[config.mk]
export PLATFORM = sky130hd
export DESIGN_NAME = decoder_scan_sequencer
export DESIGN_NICKNAME = d
export VERILOG_FILES = /design/src/rtl/decoder_scan_sequencer.sv
export SDC_FILE = /design/constraint.sdc
export NUM_CORES = 1
export LEC_CHECK = 0
export CAP_MARGIN = 10
export CORE_ASPECT_RATIO = 1.2
export CORE_MARGIN = 2
export CORE_UTILIZATION = 35
export DETAILED_ROUTE_END_ITERATION = 16
export GPL_TIMING_DRIVEN = 0
export PLACE_DENSITY = 0.6
export SLEW_MARGIN = 20
export SYNTH_ARGS = -nofsm -noshare
export SYNTH_HDL_FRONTEND = slang
export SYNTH_SLANG_ARGS = --single-unit
[constraint.sdc]
create_clock -name clk -period 4.55 [get_ports clk]
set_clock_uncertainty 0.1 [all_clocks]
set_input_delay 0.455 -clock clk [delete_from_list [all_inputs] [get_ports clk]]
set_output_delay 0.455 -clock clk [all_outputs]
set_load 0.02 [all_outputs]
[src/rtl/decoder_scan_sequencer.sv]
// Scan driver for a 3-to-8 active-low decoder: steps sel through NUM_LINES lines with a
// programmable dwell and optional blanking gap. Define SCAN_SEQ_REVERSE_EN to add a dir input.
module decoder_scan_sequencer #(
    parameter int DWELL_W   = 16,
    parameter int NUM_LINES = 8
) (
    input  logic               clk,
    input  logic               rst_n,
    input  logic               start,
    input  logic               stop,
    input  logic               one_shot,
    input  logic [DWELL_W-1:0] dwell,
    input  logic [DWELL_W-1:0] blank,
`ifdef SCAN_SEQ_REVERSE_EN
    input  logic               dir,
`endif
    output logic [2:0]         sel,
    output logic [2:0]         en,
    output logic               busy,
    output logic               line_done,
    output logic               frame_done
);

    localparam logic [2:0]         LAST_LINE = 3'(NUM_LINES - 1);
    localparam logic [2:0]         EN_ON     = 3'b001;
    localparam logic [2:0]         EN_OFF    = 3'b110;
    localparam logic [DWELL_W-1:0] ONE       = {{(DWELL_W-1){1'b0}}, 1'b1};

    typedef enum logic [1:0] {IDLE, ACTIVE, BLANK} state_e;

    state_e             state_q, state_d;
    logic [2:0]         sel_q, sel_d;
    logic [2:0]         en_q, en_d;
    logic               busy_q, busy_d;
    logic               line_done_q, line_done_d;
    logic               frame_done_q, frame_done_d;
    logic [DWELL_W-1:0] cnt_q, cnt_d;
    logic [DWELL_W-1:0] dwell_q, dwell_d;
    logic [DWELL_W-1:0] blank_q, blank_d;
    logic               one_shot_q, one_shot_d;
    logic               down_q, down_d;

    logic               dir_start;
    logic [DWELL_W-1:0] dwell_eff;
    logic [2:0]         nxt_line;
    logic               go_idle;

`ifdef SCAN_SEQ_REVERSE_EN
    assign dir_start = dir;
`else
    assign dir_start = 1'b0;
`endif

    assign dwell_eff = (dwell == '0) ? ONE : dwell;

    function automatic logic is_end_line(input logic [2:0] line, input logic down);
        return down ? (line == 3'd0) : (line == LAST_LINE);
    endfunction

    function automatic logic [2:0] next_line(input logic [2:0] line, input logic down);
        if (down) return (line == 3'd0) ? LAST_LINE : line - 3'd1;
        return (line == LAST_LINE) ? 3'd0 : line + 3'd1;
    endfunction

    // cnt_q holds the cycles remaining in the current line or gap, minus one, so the
    // line_done pulse can be registered one edge ahead of the final enabled cycle.
    always_comb begin
        state_d      = state_q;
        sel_d        = sel_q;
        en_d         = en_q;
        busy_d       = busy_q;
        cnt_d        = cnt_q;
        line_done_d  = 1'b0;
        frame_done_d = 1'b0;
        dwell_d      = dwell_q;
        blank_d      = blank_q;
        one_shot_d   = one_shot_q;
        down_d       = down_q;
        go_idle      = 1'b0;
        nxt_line     = next_line(sel_q, down_q);

        unique case (state_q)
            IDLE: begin
                if (start && !stop) begin
                    dwell_d      = dwell_eff;
                    blank_d      = blank;
                    one_shot_d   = one_shot;
                    down_d       = dir_start;
                    state_d      = ACTIVE;
                    sel_d        = dir_start ? LAST_LINE : 3'd0;
                    en_d         = EN_ON;
                    busy_d       = 1'b1;
                    cnt_d        = dwell_eff - ONE;
                    line_done_d  = (dwell_eff == ONE);
                    frame_done_d = line_done_d && is_end_line(sel_d, dir_start);
                end
            end
            ACTIVE: begin
                if (stop) begin
                    go_idle = 1'b1;
                end else if (cnt_q != '0) begin
                    cnt_d        = cnt_q - ONE;
                    line_done_d  = (cnt_q == ONE);
                    frame_done_d = line_done_d && is_end_line(sel_q, down_q);
                end else if (is_end_line(sel_q, down_q) && one_shot_q) begin
                    go_idle = 1'b1;
                end else if (blank_q == '0) begin
                    sel_d        = nxt_line;
                    cnt_d        = dwell_q - ONE;
                    line_done_d  = (dwell_q == ONE);
                    frame_done_d = line_done_d && is_end_line(nxt_line, down_q);
                end else begin
                    state_d = BLANK;
                    en_d    = EN_OFF;
                    cnt_d   = blank_q - ONE;
                end
            end
            BLANK: begin
                if (stop) begin
                    go_idle = 1'b1;
                end else if (cnt_q != '0) begin
                    cnt_d = cnt_q - ONE;
                end else begin
                    state_d      = ACTIVE;
                    sel_d        = nxt_line;
                    en_d         = EN_ON;
                    cnt_d        = dwell_q - ONE;
                    line_done_d  = (dwell_q == ONE);
                    frame_done_d = line_done_d && is_end_line(nxt_line, down_q);
                end
            end
            default: go_idle = 1'b1;
        endcase

        if (go_idle) begin
            state_d      = IDLE;
            sel_d        = 3'd0;
            en_d         = EN_OFF;
            busy_d       = 1'b0;
            cnt_d        = '0;
            line_done_d  = 1'b0;
            frame_done_d = 1'b0;
        end
    end

    always_ff @(posedge clk or negedge rst_n) begin
        if (!rst_n) begin
            state_q      <= IDLE;
            sel_q        <= 3'd0;
            en_q         <= EN_OFF;
            busy_q       <= 1'b0;
            line_done_q  <= 1'b0;
            frame_done_q <= 1'b0;
            cnt_q        <= '0;
            dwell_q      <= '0;
            blank_q      <= '0;
            one_shot_q   <= 1'b0;
            down_q       <= 1'b0;
        end else begin
            state_q      <= state_d;
            sel_q        <= sel_d;
            en_q         <= en_d;
            busy_q       <= busy_d;
            line_done_q  <= line_done_d;
            frame_done_q <= frame_done_d;
            cnt_q        <= cnt_d;
            dwell_q      <= dwell_d;
            blank_q      <= blank_d;
            one_shot_q   <= one_shot_d;
            down_q       <= down_d;
        end
    end

    assign sel        = sel_q;
    assign en         = en_q;
    assign busy       = busy_q;
    assign line_done  = line_done_q;
    assign frame_done = frame_done_q;

endmodule

Yosys cells after proc, flatten, opt, wreduce, memory -nomap -nowiden
Cells that the tools add are included.
{ "totals": {"inputBits": 37, "output_inout_bits": 9, "reg_bits": 60} }
{ "op_classes": {"n_eq_ne": 16, "n_reduce_logical": 17, "n_mux": 63, "n_addsub": 5} }
{ "ops": {"columns": ["op", "count"], "rows": [
  ["$mux W16", 9],
  ["$sub A16 B1 Y16 const B", 4],
  ["$mux W3", 17],
  ["$eq A16 B1 Y1 const B", 3],
  ["$pmux W16 S3", 1],
  ["$logic_not A16 Y1", 2],
  ["$ne A3 B3 Y1 const B", 8],
  ["$mux W1", 22],
  ["$pmux W3 S3", 2],
  ["$mux W2", 8],
  ["$reduce_and A8 Y1", 2],
  ["$reduce_bool A16 Y1", 1],
  ["$eq A3 B3 Y1 const B", 2],
  ["$pmux W1 S3", 2],
  ["$pmux W2 S3", 1],
  ["$reduce_and A5 Y1", 1],
  ["$logic_and A1 B1 Y1", 4],
  ["$ne A4 B4 Y1 const B", 1],
  ["$reduce_and A2 Y1", 2],
  ["$reduce_bool A2 Y1", 2],
  ["$reduce_bool A4 Y1", 1],
  ["$add A3 B1 Y3 const B", 1],
  ["$eq A2 B1 Y1 const B", 1],
  ["$eq A2 B2 Y1 const B", 1],
  ["3 further kinds", 3]
]} }

Logic depth before layout (Yosys ltp)
Gate-level depths: netlist of the first run.
{ "depth": {"ltp_word": 10, "ltp_mapped": 11, "ltp_nobuf": 11} }

Worst setup path before layout of the first run
Ideal clock, no wire load.
{ "synth_path": {"path_kind": "input to register", "start": "input dwell[4]", "end": "register cnt_q[12]", "path_slack_ps": 1688, "path_buffers": 0, "t_arrival_ps": 2640, "stages": 11, "required_time_ps": 4328, "path_cell_list": "nor4_1 -> nand4bb_1 -> nor3_1 -> a21oi_1 -> ha_1 -> nor3b_1 -> nand4b_1 -> xor2_1 -> o221ai_1 -> o22ai_1 -> nor2_1"} }
{ "synth_via": {"elab_chain_len": 6} }
{ "synth_rtl": {"columns": ["element", "line", "source"], "rows": [
  ["from (decl)", "12", "input logic [DWELL_W-1:0] dwell,"],
  ["$logic_not A16 Y1", "54", "assign dwell_eff = (dwell == '0) ? ONE : dwell;"],
  ["$mux W16 *", "54", null],
  ["$sub A16 B1 Y16 *", "93", "cnt_d = dwell_eff - ONE;"],
  ["$mux W16 *", "84", "if (start && !stop) begin"],
  ["$pmux W16 S3 *", "82", "unique case (state_q)"],
  ["$mux W16 *", "135", "if (go_idle) begin"],
  ["to (signal assigned)", "166", "cnt_q <= cnt_d;"],
  ["to (decl)", "37", "logic [DWELL_W-1:0] cnt_q, cnt_d;"]
]} }
Mark *: on every way between the ends. The rest lies on a longest branch, timed or not. The select of a mux whose other input is x is not followed.
A chain may end at the register's enable or synchronous reset.

Worst setup path in the final report of the first run
Ends and elaborated chain as after synthesis.

==> run summary, run 1 <==
first-pass GRT wire length -> 22.2 mm
RSZ-0062 raised after global routing -> false
drt pass-1 iters -> 5
Via Count -> 4287
Fin. Hold Viols -> 0
Reg2Reg Depth -> 9
Worst Hold Class -> reg -> reg
MaxCap Viol Count -> 0
number of global-route vias before repair -> 4105
required time worst endpoint -> 4.65 ns
synth top area cells -> dfrtp_1 (33%), nand2_1 (10%), xor2_1 (4.6%)
Setup violations, final -> 0
startpoint type of the worst setup path -> input port
placed cell count -> 742
GR Overflow Total -> 0
IO Count -> 46
worst hold start -> busy$_DFFE_PN0P_
Critical Path AT -> 3.94 ns
final wirelength -> 14.1 mm
crit path max fanout -> 7
ANT nets after route -> 0
r2r startpoint -> blank_q[0]$_DFFE_PN0P_
status -> finished, final reports clean
Slew headroom -> 33.9%
CTS Buf Count -> 9
Area growth syn-to-layout -> 21.8%
Syn Inst Count -> 536
most frequent cell after synthesis -> nand2_1
Yosys Warn Count -> 0
share of the yosys chip area belonging to registers -> 33.4%
clock transition at the registers of the reported paths -> 0.05 ns
Mapped Area -> 4350 sq um
Initial Util -> 35.9%
top-area cell type share of the netlist area -> 32.8%
DR vias/cell -> 5.66
clock sinks -> 58
Fin Setup TNS -> 0 ns
final slew viol count -> 0
die height -> 126 um
drt drc -> 0
Hold EP -> busy$_DFFE_PN0P_
number of distinct library cells after synthesis -> 73
dominant cell type by area after synthesis -> dfrtp_1
Commonest cells post-synth -> nand2_1 (120), dfrtp_1 (57), o21ai_0 (31), nor2_1 (29), nor3_1 (28)
gpl congestion -> 0.966
gr usage total -> 21.7%
Finished Core Util -> 43.8%
final period utilization -> 84.3%
Layout Nets -> 646
pin count of the biggest net entering global routing -> 34
DP HPWL -> 11.2 mm
PwrDens -> 694 nW/um^2
Fmax -> 261 MHz
Synth Net Count -> 589
minimum clock period after layout -> 3.83 ns
WL per Instance -> 18.5 um
Finished Layout Cells -> 758
Slew @ Worst Pin -> 0.983 ns
share of cells above drive strength 1 -> 6.87%
EDFF count, synth -> 0
R2R Path End -> cnt_q[11]$_DFFE_PN0P_
initial antenna violation count -> 0
Starting DRT DRC Count -> 230
n_diodes -> 0
FF+latch count, synth -> 58
Skew-Pair Late Insertion Delay -> 0.33 ns
Worst Hold Depth -> 2
row count -> 44
die area -> 13300 sq um
Leakage Power -> 2.12 nW
critical path capture point type -> register
final hold slack -> 0.402 ns
Worst R2R Setup Slack -> 1.44 ns
maximum clock path buffer count -> 2
CTS tree -> yes
Post-synth ARST share -> 100%
Crit Path Category -> in -> reg
predominant post-synthesis flop cell -> dfrtp_1
I/O Buffers -> 44
Max VDD drop -> 0.272 mV
DIE WIDTH -> 106 um
core region area -> 12100 sq um
CTS root buf -> clkbuf_16
# resized after CTS -> 0
CTS H-tree lvls -> 3
Syn Area/Cell -> 8.12 sq um
-- how the worst max path moves through the flow --
stage,start,depth (start not counted),end
2_1_floorplan,dwell[4],11,cnt_q[12]$_DFFE_PN0P_
3_3_place_gp,dwell[4],11,cnt_q[14]$_DFFE_PN0P_
3_5_place_dp,dwell[4],12,cnt_q[12]$_DFFE_PN0P_
4_1_cts,dwell[4],12,cnt_q[12]$_DFFE_PN0P_
5_1_grt,dwell[4],12,cnt_q[12]$_DFFE_PN0P_
6_report,dwell[4],12,cnt_q[12]$_DFFE_PN0P_
-- worst max-delay path, cell delays in order --
cell and delay [ns]:
clkdlybuf4s50_1 0.52, nor4_1 0.89, nand4bb_1 0.37, nor3_1 0.30
a21oi_1 0.20, ha_1 0.29, nor3b_1 0.20, nand4b_1 0.17
xor2_1 0.18, o221ai_1 0.14, o22ai_1 0.15, nor2_1 0.06
-- metal layers --
layer	GRT usage, %	wire, um
met1	26.4	5900
met2	36.3	6850
met3	4.35	756
met4	10.9	556
met5	0	0
-- kinds of logic (layout without fill, tap and decap cells) --
group	Yosys count	count (layout)	share of synthesized area, %
xor gates and xnor gates	39	39	7.85
muxes	6	6	1.52
buffers and inverters	34	95	3.16
and+or+nand+nor	272	272	32.8
AOI/OAI and AO/OA	111	111	16.7
adders and majority gates	16	16	4.60
DFF	58	58	33.4
-- timing repair --
| item | 4_1_cts | 5_1_grt |
|---|---|---|
| endpoints found under the hold margin | 25 | 0 |
| setup endpoints to repair | 0 | 0 |
| hold buffers | 1 | 0 |
| buffers inserted | 0 | 0 |
-- stage by stage --
step | area, sq um | power, W | worst slack, ns
2_1_floorplan | 4350 | 0.00237 | 1.69
3_3_place_gp | 4990 | 0.00300 | 0.438
3_5_place_dp | 5010 | 0.00303 | 0.428
4_1_cts | 5290 | 0.00367 | 0.737
5_1_grt | 5300 | 0.00395 | 0.434
6_report | 5300 | 0.00368 | 0.716
-- cells in the final DEF (no fill, tap or decap), types with 4 or more instances in the layout --
master	n
nor2_1	29
nor4_2	4
nor4b_1	5
o211ai_1	5
clkbuf_1	17
a211oi_1	6
xnor2_1	16
o31ai_1	8
nand4b_1	4
and4_1	4
o22ai_1	6
o21ai_0	31
nand3b_1	4
nor4_1	6
nand3_1	13
clkdlybuf4s50_1	43
xor2_1	23
nand4_1	9
dfrtp_1	57
nor3b_1	6
and3_1	4
o221ai_1	4
nand2_1	120
inv_1	13
clkbuf_16	9
ha_1	16
or3_1	5
a21oi_1	21
nor3_1	28
or2_2	4
or4_1	7
-- state kept, by name, summed over array words and instances (netlist names), 2 cells and up --
register	flops
cnt_q	16
sel	3
state_q	2
dwell_q	16
blank_q	16
-- power by group --
part	switching, W	leakage (nW)	total, W	internal (W)
Clock	0.000235	0.138	0.000626	0.000391
Combinational	0.00126	1.25	0.00202	0.000766
Sequential	0.000292	0.737	0.00103	0.000737
-- area by class of cell --
type                            count  area, sq um
Multi-Input combinational cell    444         2770
Sequential cell                    58         1450
Clock inverter                      3         15.0
Timing Repair Buffer               46          468
Inverter                           13         48.8
Clock buffer                       12          256
Buffer                             21         88.8
Tap cell                          161          201
Fill cell                        1278         6810
Power figures use the tool's default switching activity.
==> inputs of run 2 (changes only) <==
==> constraint.sdc (replaced) <==
create_clock -name clk -period 4 [get_ports clk]
set_clock_uncertainty 0.1 [all_clocks]
set_input_delay 0.4 -clock clk [delete_from_list [all_inputs] [get_ports clk]]
set_output_delay 0.4 -clock clk [all_outputs]
set_load 0.02 [all_outputs]
==> run summary, run 2 (synthesized netlist as in run 1, its figures left out) <==
pin count of the biggest net entering global routing -> 34
final instance area -> 5310 sq um
Fmax -> 286 MHz
gpl congestion -> 0.966
CTS tree -> yes
required time worst endpoint -> 4.13 ns
dpl cell area -> 5010 sq um
final slew viol count -> 0
Comb pwr share -> 55.0%
internal power -> 0.00216 W
CTS H-tree lvls -> 3
number of global-route vias before repair -> 4105
share of cells above drive strength 1 -> 7.04%
status -> finished, final reports clean
placed cell count -> 742
final wirelength -> 14.1 mm
Max VDD drop -> 0.313 mV
Leakage Power -> 2.12 nW
postcts setup bufs -> 0
Initial Util -> 35.9%
GR Overflow Total -> 0
Psw -> 0.00203 W
CTS root buf -> clkbuf_16
I/O Buffers -> 44
Slew @ Worst Pin -> 0.979 ns
n_diodes -> 0
r2r startpoint -> dwell_q[0]$_DFFE_PN0P_
die height -> 126 um
ANT nets after route -> 0
core region area -> 12100 sq um
Crit Path Category -> in -> reg
Area growth syn-to-layout -> 21.9%
row count -> 44
MaxCap Viol Count -> 0
gr usage total -> 21.7%
maximum clock path buffer count -> 2
clock share of power -> 17.0%
PwrDens -> 789 nW/um^2
minimum clock period after layout -> 3.50 ns
Finished Layout Cells -> 758
Worst Hold Class -> in -> reg
clock sinks -> 58
crit path from -> dwell[11]
DIE WIDTH -> 106 um
drt pass-1 iters -> 5
most frequent cells in the layout -> nand2_1 (120), dfrtp_1 (57), clkdlybuf4s50_1 (43), o21ai_0 (31), nor2_1 (29)
Layout Nets -> 646
die area -> 13300 sq um
total chip power -> 0.00419 W
CTS Buf Count -> 9
startpoint type of the worst setup path -> input port
Worst R2R Setup Slack -> 0.86 ns
Critical Path AT -> 3.63 ns
RSZ-0062 raised after global routing -> false
Sw Share -> 48.5%
drt drc -> 0
most common cell after layout, fill and taps aside -> nand2_1
crit path max fanout -> 7
Slew headroom -> 33.9%
Starting DRT DRC Count -> 221
R2R Path End -> cnt_q[12]$_DFFE_PN0P_
first-pass GRT wire length -> 22.2 mm
Reg2Reg Depth -> 8
Setup violations, final -> 0
Reg power frac -> 28.0%
clock transition at the registers of the reported paths -> 0.05 ns
critical path capture point type -> register
Via Count -> 4308
pre-CTS setup slack -> -0.0669 ns
Regs by FF count -> blank_q (16), cnt_q (16), dwell_q (16)
DR vias/cell -> 5.68
Skew-Pair Late Insertion Delay -> 0.33 ns
DP HPWL -> 11.2 mm
initial antenna violation count -> 0
final period utilization -> 87.5%
WL per Instance -> 18.6 um
IO Count -> 46
setup slack after layout -> 0.500 ns
crit path to -> cnt_q[14]$_DFFE_PN0P_
Fin. Hold Viols -> 0
-- run 2: cell types whose count changed in the layout (fill, tap and decap cells not counted) --
| cell | change |
|---|---|
| nor4_1 | -1 |
| nor4_2 | +1 |
-- run 2: area by class of cell --
class	instances	area [sq um]
clock buffers	12	256
repair buffers	46	468
well taps	161	201
clock inverters	3	15.0
flip-flops and latches	58	1450
fillers	1277	6810
inverters	13	48.8
plain buffers	21	88.8
multi-input cells	444	2770
-- run 2: how the worst min path moves through the flow --
stage                           from                     end  depth (start not counted)
floorplan                      rst_n  blank_q[0]$_DFFE_PN0P_                          0
global placement    busy$_DFFE_PN0P_        busy$_DFFE_PN0P_                          2
detailed placement             rst_n        busy$_DFFE_PN0P_                          1
CTS                         dwell[2]  dwell_q[2]$_DFFE_PN0P_                          3
global route                dwell[2]  dwell_q[2]$_DFFE_PN0P_                          3
finish                      dwell[2]  dwell_q[2]$_DFFE_PN0P_                          3
-- run 2: what timing repair did --
item / 4_1_cts / 5_1_grt
hold buffers: 1 / 0
setup endpoints to repair: 0 / 2
endpoints found under the hold margin: 25 / 0
gates resized for setup: 0 / 1
-- run 2: power by group through the flow --
stage / logic [W] / registers [W] / clock network [W]
3_5_place_dp: 0.00227 / 0.00117 / 0
3_3_place_gp: 0.00225 / 0.00116 / 0
4_1_cts: 0.00228 / 0.00117 / 0.000725
6_report: 0.00230 / 0.00117 / 0.000712
2_1_floorplan: 0.00159 / 0.00110 / 0
5_1_grt: 0.00253 / 0.00121 / 0.000753
-- run 2: through the flow --
step / TNS, ns / utilization, % / hold WS [ns]
6_report: 0 / 43.8 / 0.369
5_1_grt: 0 / 43.8 / 0.435
4_1_cts: 0 / 43.7 / 0.368
3_5_place_dp: -0.112 / 41.4 / 0.240
3_3_place_gp: -0.106 / 41.2 / 0.392
2_1_floorplan: 0 / - / 0.00441
-- run 2: per-layer routing --
metal | global-route usage [%] | wire [um]
met3 | 4.35 | 752
met5 | 0 | 0
met1 | 26.4 | 5900
met2 | 36.3 | 6930
met4 | 10.9 | 550
-- run 2: critical path, cell delays in order --
cell             delay (ns)
clkdlybuf4s50_1        0.54
or4_1                  0.64
nand4bb_1              0.34
nor3_1                 0.28
a21oi_1                0.20
ha_1                   0.30
nor3b_1                0.20
nand4_1                0.14
xnor2_1                0.14
o211ai_1               0.18
o31ai_1                0.26
==> inputs of run 3 (changes only) <==
--- a/config.mk
+++ b/config.mk
@@ -7,11 +7,11 @@
 export LEC_CHECK = 0
 export CAP_MARGIN = 10
 export CORE_ASPECT_RATIO = 1.2
-export CORE_MARGIN = 2
 export CORE_UTILIZATION = 35
 export DETAILED_ROUTE_END_ITERATION = 16
 export GPL_TIMING_DRIVEN = 0
 export PLACE_DENSITY = 0.6
+export SETUP_SLACK_MARGIN = 0.3
 export SLEW_MARGIN = 20
 export SYNTH_ARGS = -nofsm -noshare
 export SYNTH_HDL_FRONTEND = slang
==> constraint.sdc (replaced) <==
create_clock -name clk -period 4 [get_ports clk]
set_clock_uncertainty 0.1 [all_clocks]
set_input_delay 0.8 -clock clk [delete_from_list [all_inputs] [get_ports clk]]
set_output_delay 0.8 -clock clk [all_outputs]
set_load 0.02 [all_outputs]
==> run summary, run 3 (synthesized netlist as in run 1, its figures left out) <==
startpoint type of the worst setup path -> input port
DR vias/cell -> 5.78
final slew viol count -> 0
die area -> 12900 sq um
gr usage total -> 23.0%
Worst Hold Class -> in -> async
drt drc -> 0
PwrDens -> 785 nW/um^2
Setup violations, final -> 0
maximum clock path buffer count -> 2
ANT nets after route -> 0
first-pass GRT wire length -> 22.4 mm
clock sinks -> 58
CTS root buf -> clkbuf_16
final wirelength -> 14.3 mm
CTS Buf Count -> 9
Initial Util -> 35.9%
most frequent cells in the layout -> nand2_1 (120), dfrtp_1 (57), clkdlybuf4s50_1 (41), o21ai_0 (31), nor2_1 (29)
Slowest-stage cell, CP -> or4_4
Fin. Hold Viols -> 0
RSZ-0062 raised after global routing -> false
minimum clock period after layout -> 3.58 ns
Slew headroom -> 34.5%
final period utilization -> 89.4%
die height -> 124 um
Fmax -> 280 MHz
required time worst endpoint -> 4.14 ns
core region area -> 12100 sq um
DP HPWL -> 11.1 mm
Skew-Pair Late Insertion Delay -> 0.34 ns
pin count of the biggest net entering global routing -> 41
Starting DRT DRC Count -> 262
final hold slack -> 0.248 ns
clock transition at the registers of the reported paths -> 0.05 ns
Layout Nets -> 646
Area growth syn-to-layout -> 23.0%
gpl congestion -> 0.975
I/O Buffers -> 44
CTS tree -> yes
drt pass-1 iters -> 5
row count -> 44
Max VDD drop -> 0.302 mV
slowest stage delay, CP -> 0.55 ns
Slew @ Worst Pin -> 0.983 ns
pre-CTS setup slack -> -0.488 ns
number of global-route vias before repair -> 4160
Critical Path AT -> 3.71 ns
WL per Instance -> 18.8 um
crit path max fanout -> 4
Finished Core Util -> 44.2%
most common cell after layout, fill and taps aside -> nand2_1
Leakage Power -> 2.15 nW
MaxCap Viol Count -> 0
fill count -> 1246
DIE WIDTH -> 104 um
total chip power -> 0.00420 W
IO Count -> 46
CTS H-tree lvls -> 3
setup slack after layout -> 0.424 ns
Via Count -> 4384
initial antenna violation count -> 0
GR Overflow Total -> 0
status -> finished, final reports clean
Crit Path Category -> in -> reg
share of cells above drive strength 1 -> 8.21%
Cell Chain, Critical Path -> clkdlybuf4s50_1 -> or4_4 -> nand4bb_4 -> nor3_2 -> a21oi_2 -> ha_1 -> nor3b_2 -> nand4_1 -> xnor2_1 -> o211ai_1 -> o31ai_1
hold_buf cts -> 0
critical path capture point type -> register
Regs by FF count -> blank_q (16), cnt_q (16), dwell_q (16)
n_diodes -> 0
run 3: critical path: cells and delay by family:
family / cells / cell delay [ns]
compound gates: 3 / 0.57
xor+xnor: 1 / 0.13
simple gates: 5 / 1.44
fa+ha+maj: 1 / 0.26
buf+inv: 1 / 0.51
run 3: final timing paths:
path	from	endpoint	slack (ns)	depth (start not counted)
min	rst_n	state_q[0]$_DFFE_PN0P_	0.25	1
max	dwell[13]	cnt_q[14]$_DFFE_PN0P_	0.42	11
max in group asynchronous	rst_n	dwell_q[10]$_DFFE_PN0P_	3.03	2
min in group clk	busy$_DFFE_PN0P_	busy$_DFFE_PN0P_	0.42	2
min reg2reg	busy$_DFFE_PN0P_	busy$_DFFE_PN0P_	0.42	2
max reg2reg	blank_q[0]$_DFFE_PN0P_	cnt_q[11]$_DFFE_PN0P_	0.94	9
run 3: what timing repair did:
| item | in CTS | in global routing |
|---|---|---|
| pin swaps | 0 | 2 |
| cloned | 0 | 0 |
| setup buffers | 0 | 1 |
| gates resized for setup | 6 | 5 |
| setup endpoints to repair | 7 | 2 |
run 3: final cells by class:
class,count,area [sq um],share of cell area [%]
repair buffers,46,467,8.72
plain buffers,21,88.8,1.66
multi-input cells,444,2820,52.7
flip-flops and latches,58,1450,27.1
clock inverters,3,15.0,0.281
well taps,161,201,3.76
inverters,13,48.8,0.912
clock buffers,12,256,4.79
run 3: per-layer routing:
layer  wire [um]  GRT usage [%]  part of all wire (%)  up-vias
met5           0              0                     0        -
met4         504           10.9                   3.5        0
met3         619           3.72                   4.3       37
met2        6950           40.3                    49      137
met1        6210           27.9                    43     2141
li1            -              -                     -     2069
run 3: per-stage QoR:
step / cells / area [sq um] / TNS [ns]
after floorplan: 536 / 4350 / 0
after global placement: 741 / 4990 / -3.48
after detailed placement: 742 / 5010 / -1.99
after CTS: 757 / 5310 / 0
after global routing: 758 / 5350 / 0
final: 758 / 5350 / 0
run 3: report_power, final:
group          internal (W)  switching (W)  total (W)
combinational      0.000872        0.00145    0.00232
clock              0.000445       0.000266   0.000711
sequential         0.000839       0.000331    0.00117
